==> src/rtl/regfile_mp.sv <==
// rtl/regfile_mp.sv - multi-port register file with soft-clear FSM; optional REGFILE_MP_BYPASS_EN write-to-read bypass
module regfile_mp #(
    parameter int DATA_W   = 32,
    parameter int ADDR_W   = 5,
    parameter int NRD      = 2,
    parameter int ZERO_REG = 1
) (
    input  logic                     clk,
    input  logic                     reset,
    input  logic [NRD*ADDR_W-1:0]    rd_addr,
    output logic [NRD*DATA_W-1:0]    rd_data,
    input  logic                     wa_en,
    input  logic                     wb_en,
    input  logic [ADDR_W-1:0]        wa_addr,
    input  logic [ADDR_W-1:0]        wb_addr,
    input  logic [DATA_W-1:0]        wa_data,
    input  logic [DATA_W-1:0]        wb_data,
    input  logic                     clr_req,
    output logic                     busy,
    output logic                     clr_done,
    output logic                     wr_drop
);

    localparam int DEPTH = 2**ADDR_W;

    typedef enum logic {IDLE, CLEAR} state_t;

    state_t             state;
    logic [ADDR_W-1:0]  index;
    logic [DATA_W-1:0]  regs [DEPTH];
    logic               wa_ok;
    logic               wb_ok;

    assign wa_ok = wa_en && !(ZERO_REG != 0 && wa_addr == '0);
    assign wb_ok = wb_en && !(ZERO_REG != 0 && wb_addr == '0);
    assign busy  = (state == CLEAR);

    // Port B is written after port A so it wins on an address collision.
    always_ff @(posedge clk or posedge reset) begin
        if (reset) begin
            state    <= IDLE;
            index    <= '0;
            clr_done <= 1'b0;
            wr_drop  <= 1'b0;
            for (int i = 0; i < DEPTH; i++) begin
                regs[i] <= '0;
            end
        end else begin
            clr_done <= 1'b0;
            wr_drop  <= 1'b0;
            case (state)
                IDLE: begin
                    if (wa_ok) regs[wa_addr] <= wa_data;
                    if (wb_ok) regs[wb_addr] <= wb_data;
                    if (clr_req) begin
                        state <= CLEAR;
                        index <= '0;
                    end
                end
                CLEAR: begin
                    regs[index] <= '0;
                    index       <= index + 1'b1;
                    wr_drop     <= wa_en | wb_en;
                    if (index == {ADDR_W{1'b1}}) begin
                        state    <= IDLE;
                        clr_done <= 1'b1;
                    end
                end
                default: state <= IDLE;
            endcase
        end
    end

    for (genvar k = 0; k < NRD; k++) begin : g_rd
        logic [ADDR_W-1:0] ra;
        logic [DATA_W-1:0] stored;
        assign ra     = rd_addr[k*ADDR_W +: ADDR_W];
        assign stored = (ZERO_REG != 0 && ra == '0) ? '0 : regs[ra];
`ifdef REGFILE_MP_BYPASS_EN
        logic byp_ok;
        assign byp_ok = !busy && !(ZERO_REG != 0 && ra == '0);
        assign rd_data[k*DATA_W +: DATA_W] =
            (byp_ok && wb_en && wb_addr == ra) ? wb_data :
            (byp_ok && wa_en && wa_addr == ra) ? wa_data : stored;
`else
        assign rd_data[k*DATA_W +: DATA_W] = stored;
`endif
    end

endmodule

==> config.mk <==
export PLATFORM = sky130hd
export DESIGN_NAME = regfile_mp
export DESIGN_NICKNAME = d
export VERILOG_FILES = /design/src/rtl/regfile_mp.sv
export SDC_FILE = /design/constraint.sdc
export NUM_CORES = 2
export LEC_CHECK = 0
export BUFFER_PORTS_ARGS = -buffer_cell sky130_fd_sc_hd__buf_4
export CORE_MARGIN = 2
export CORE_UTILIZATION = 35
export DETAILED_ROUTE_END_ITERATION = 10
export GPL_TIMING_DRIVEN = 1
export PLACE_DENSITY = 0.59
export SKIP_LAST_GASP = 1
export SLEW_MARGIN = 5
export SYNTH_ARGS = -nofsm -noshare
export SYNTH_HDL_FRONTEND = slang
export SYNTH_SLANG_ARGS = --single-unit
==> constraint.sdc <==
create_clock -name clk -period 92.2 [get_ports clk]
set_input_delay 18.44 -clock clk [delete_from_list [all_inputs] [get_ports clk]]
set_output_delay 18.44 -clock clk [all_outputs]
set_load 0.005 [all_outputs]
==> flow_metrics.env <==
export IMPL_worst_pin_slew_ps=1610
export IMPL_drtAntennaViolNets=0
export IMPL_clkSlewWorstSetupHoldPaths_ps=60
export IMPL_cts_hold_buf=0
export IMPL_seq_area_frac_synth_pct=33.9
export IMPL_grt_max_degree=158
export IMPL_io_buffers=155
export IMPL_nFillCells=21181
export IMPL_synthMostInstantiatedCell="dfrtp_1"
export IMPL_seqCellArea_sq_um=25800
export IMPL_rsz0062_at_grt="false"
export IMPL_async_reset_ff_share_pct=100
export IMPL_max_stage_delay_ps=1370
export IMPL_ctsResizeCount=0
export IMPL_grt_pass1_wl_mm=566
export IMPL_hold_viol=0
export IMPL_cts_tree="built"
export IMPL_post_cts_setup_buffers=0
export IMPL_grt_usage_pct=34.3
export IMPL_path_max_fanout=134
export IMPL_yosys_warnings=0
export IMPL_drt_pass1_iterations=9
export IMPL_clock_fmax_mhz=24.0
export IMPL_arrival_ps=23180
export IMPL_vias_per_cell=7.35
export IMPL_drive_gt1_share_pct=15.0
export IMPL_multiInputGateArea_sq_um=46200
export IMPL_max_cap_violations=4
export IMPL_wl_per_cell_microns=36.7
export IMPL_initial_core_util_pct=35.2
export IMPL_synth_edff_count=0
export IMPL_status="finished, violations left"
export IMPL_cts_buffer_depth=3
export IMPL_syn_avg_cell_area_sq_um=8.97
export IMPL_rr_startpoint="busy"
export IMPL_synth_cell_types=65
export IMPL_syn_inst=8502
export IMPL_post_route_min_period_ps=41620
export IMPL_numCtsBuffers=118
export IMPL_ys_top_cells_by_count="dfrtp_1 (1032), nand2_1 (978), a211oi_1 (967), o31ai_1 (950), nor2_1 (939)"
export IMPL_area_growth_pct=8.03
export IMPL_wirelength_mm=395
export IMPL_powerDensity_nw_per_um2=24.7
export IMPL_min_to="regs[1016]"
export IMPL_htreeDepth=3
export IMPL_yosysTopAreaCellShare_pct=33.9
export IMPL_finalSetupTns_ps=0
export IMPL_syn_area_sq_um=76300
export IMPL_grt_pass1_vias=75975
export IMPL_r2r_cells=6
export IMPL_post_route_period_util_pct=45.1
export IMPL_dp_hpwl_mm=232
export IMPL_critPathRequiredTime_ps=73760
export IMPL_path_common_cell="buf_12"
export IMPL_synth_ff_type="dfrtp_1"
export IMPL_peakVddDrop_v=0.0000190
export IMPL_nets=7909
export IMPL_r2r_end="regs[310]"
export IMPL_core_rowCount=171
export IMPL_die_w_microns=471
export IMPL_worstPathCellList="buf_8, buf_12, buf_12, mux2i_1, a221oi_1, o21ai_0, a311oi_1, buf_4"
export IMPL_clkSinkCount=1032
export IMPL_crit_slowest_cell="a311oi_1"
export IMPL_antenna_found_initial=36
export IMPL_cp_end_kind="output pin"
export IMPL_hp_class="reg -> reg"
export IMPL_synth_nets=8596
export IMPL_start_kind="input port"
export IMPL_first_iter_violations=13464
export IMPL_dieArea_sq_um=222000
export IMPL_ys_ff_latch=1032
export IMPL_overflow=0
export IMPL_path_class="in -> out"
export IMPL_drc_errors=0
export IMPL_place_gp_congestion=0.990
export IMPL_p_leak_nw=35.7
export IMPL_ios=156
export IMPL_hold_start="regs[1016]"
export IMPL_slew_headroom_pct=-8.02
export IMPL_critPathBufInv=4
export IMPL_setup_viol_count_final=0
export IMPL_hold_path_depth=1
export IMPL_clockRootBuffer="clkbuf_16"
export IMPL_drv_slew=6
export IMPL_critPathTopFamily="compound AO/OA/AOI/OAI gates"
export IMPL_pre_cts_ws_ps=51170
export IMPL_r2r_slack_ps=86470
export IMPL_design_core_area_sq_um=217000
export IMPL_yosys_area_top_type="dfrtp_1"
export IMPL_finClkSkew_ps=34.0
export IMPL_dieHeight_microns=471
export IMPL_clk_latency_ps=810
export IMPL_vias=79295
export IMPL_violations="max-capacitance violations, max-slew violations"
export IMPL_yosys_top_cells_area="dfrtp_1 (34%), mux4_2 (13%), a211oi_1 (9.5%), o31ai_1 (9.3%), and3_1 (7.4%)"
export IMPL_setup_ws_ps=50580
## metrics by stage
| stage | cell area, sq um | hold WS [ps] | util, % | cells | total power, mW |
|---|---|---|---|---|---|
| after global placement | 78500 | 483 | 36.2 | 10549 | 1.47 |
| after CTS | 82400 | 509 | 38.0 | 10765 | 1.99 |
| final | 82400 | 509 | 38.0 | 10784 | 2.04 |
| after floorplan | 76300 | 467 | - | 8502 | 1.21 |
| after detailed placement | 78500 | 490 | 36.2 | 10549 | 1.50 |
| after global routing | 82400 | 524 | 38.0 | 10769 | 2.11 |
## cell usage in the layout, fill, tap and decap left out, types with 15 or more instances in the layout
cell / Yosys / routed
nand2_1: 978 / 976
nor2_4: 1 / 27
a211oi_1: 967 / 965
diode_2: 0 / 19
a311oi_1: 91 / 89
o21ai_0: 186 / 186
clkbuf_8: 0 / 31
mux4_2: 448 / 448
nor3_1: 27 / 27
buf_4: 25 / 337
clkbuf_16: 0 / 119
clkinv_2: 0 / 22
mux2_2: 64 / 64
nand3_1: 29 / 29
nor2_1: 939 / 906
a21oi_1: 66 / 62
inv_1: 25 / 22
a221oi_1: 45 / 45
clkbuf_1: 913 / 33
nor2b_1: 74 / 68
mux2i_1: 129 / 129
a22o_1: 47 / 47
o2111ai_1: 19 / 19
o31ai_1: 950 / 947
dfrtp_1: 1032 / 1031
or2_2: 32 / 32
a21o_1: 62 / 62
and2_1: 37 / 35
and3_1: 904 / 904
o2bb2ai_1: 15 / 15
a22oi_1: 64 / 64
## how the worst max path moves through the flow
stage / end / cells after the start / start
floorplan: busy / 1 / reset
global placement: rd_data[58] / 8 / rd_addr[6]
detailed placement: rd_data[58] / 8 / rd_addr[6]
CTS: rd_data[58] / 8 / rd_addr[6]
global route: rd_data[49] / 8 / rd_addr[7]
finish: rd_data[49] / 8 / rd_addr[7]
## layout make-up
| type | instances | area share [%] |
|---|---|---|
| timing repair buffer | 351 | 3.36 |
| clock inverter | 33 | 0.452 |
| clock buffer | 183 | 4.28 |
| antenna | 19 | 0.0577 |
| inverter | 27 | 0.138 |
| tap | 2854 | 4.33 |
| multi-input combinational | 6285 | 56.0 |
| sequential | 1032 | 31.3 |
## power by group
part           internal [mW]  leakage (nW)  switching (mW)  total [mW]
sequential             0.603          13.9           0.190       0.793
combinational          0.309          19.9           0.434       0.743
clock                  0.281          1.93           0.220       0.500
## metal layers
metal,wire length (microns),global-route usage [%],up-vias
li1,-,-,30792
met1,144000,43.9,39749
met2,164000,48.5,7053
met3,56300,11.7,1681
met4,30700,23.3,20
met5,197,0.216,-
## registers in the layout (all words and copies together), names as in the netlist
| name | cells |
|---|---|
| index | 5 |
| busy | 1 |
| regs | 1024 |
| wr_drop | 1 |
| clr_done | 1 |
## cells by family (layout without fill, tap and decap cells)
group           after synthesis  in the layout  synth area share, %
xor+xnor                      1              1               0.0115
compound gates             2569           2569                 24.9
mux                         641            641                 15.9
fa+ha+maj                     5              5               0.0820
buf+inv                    1185            594                 6.32
flops                      1032           1032                 33.9
other cells                   0             19                    0
simple gates               3069           3069                 19.0
Note: power is estimated with default switching activity, not from simulation.
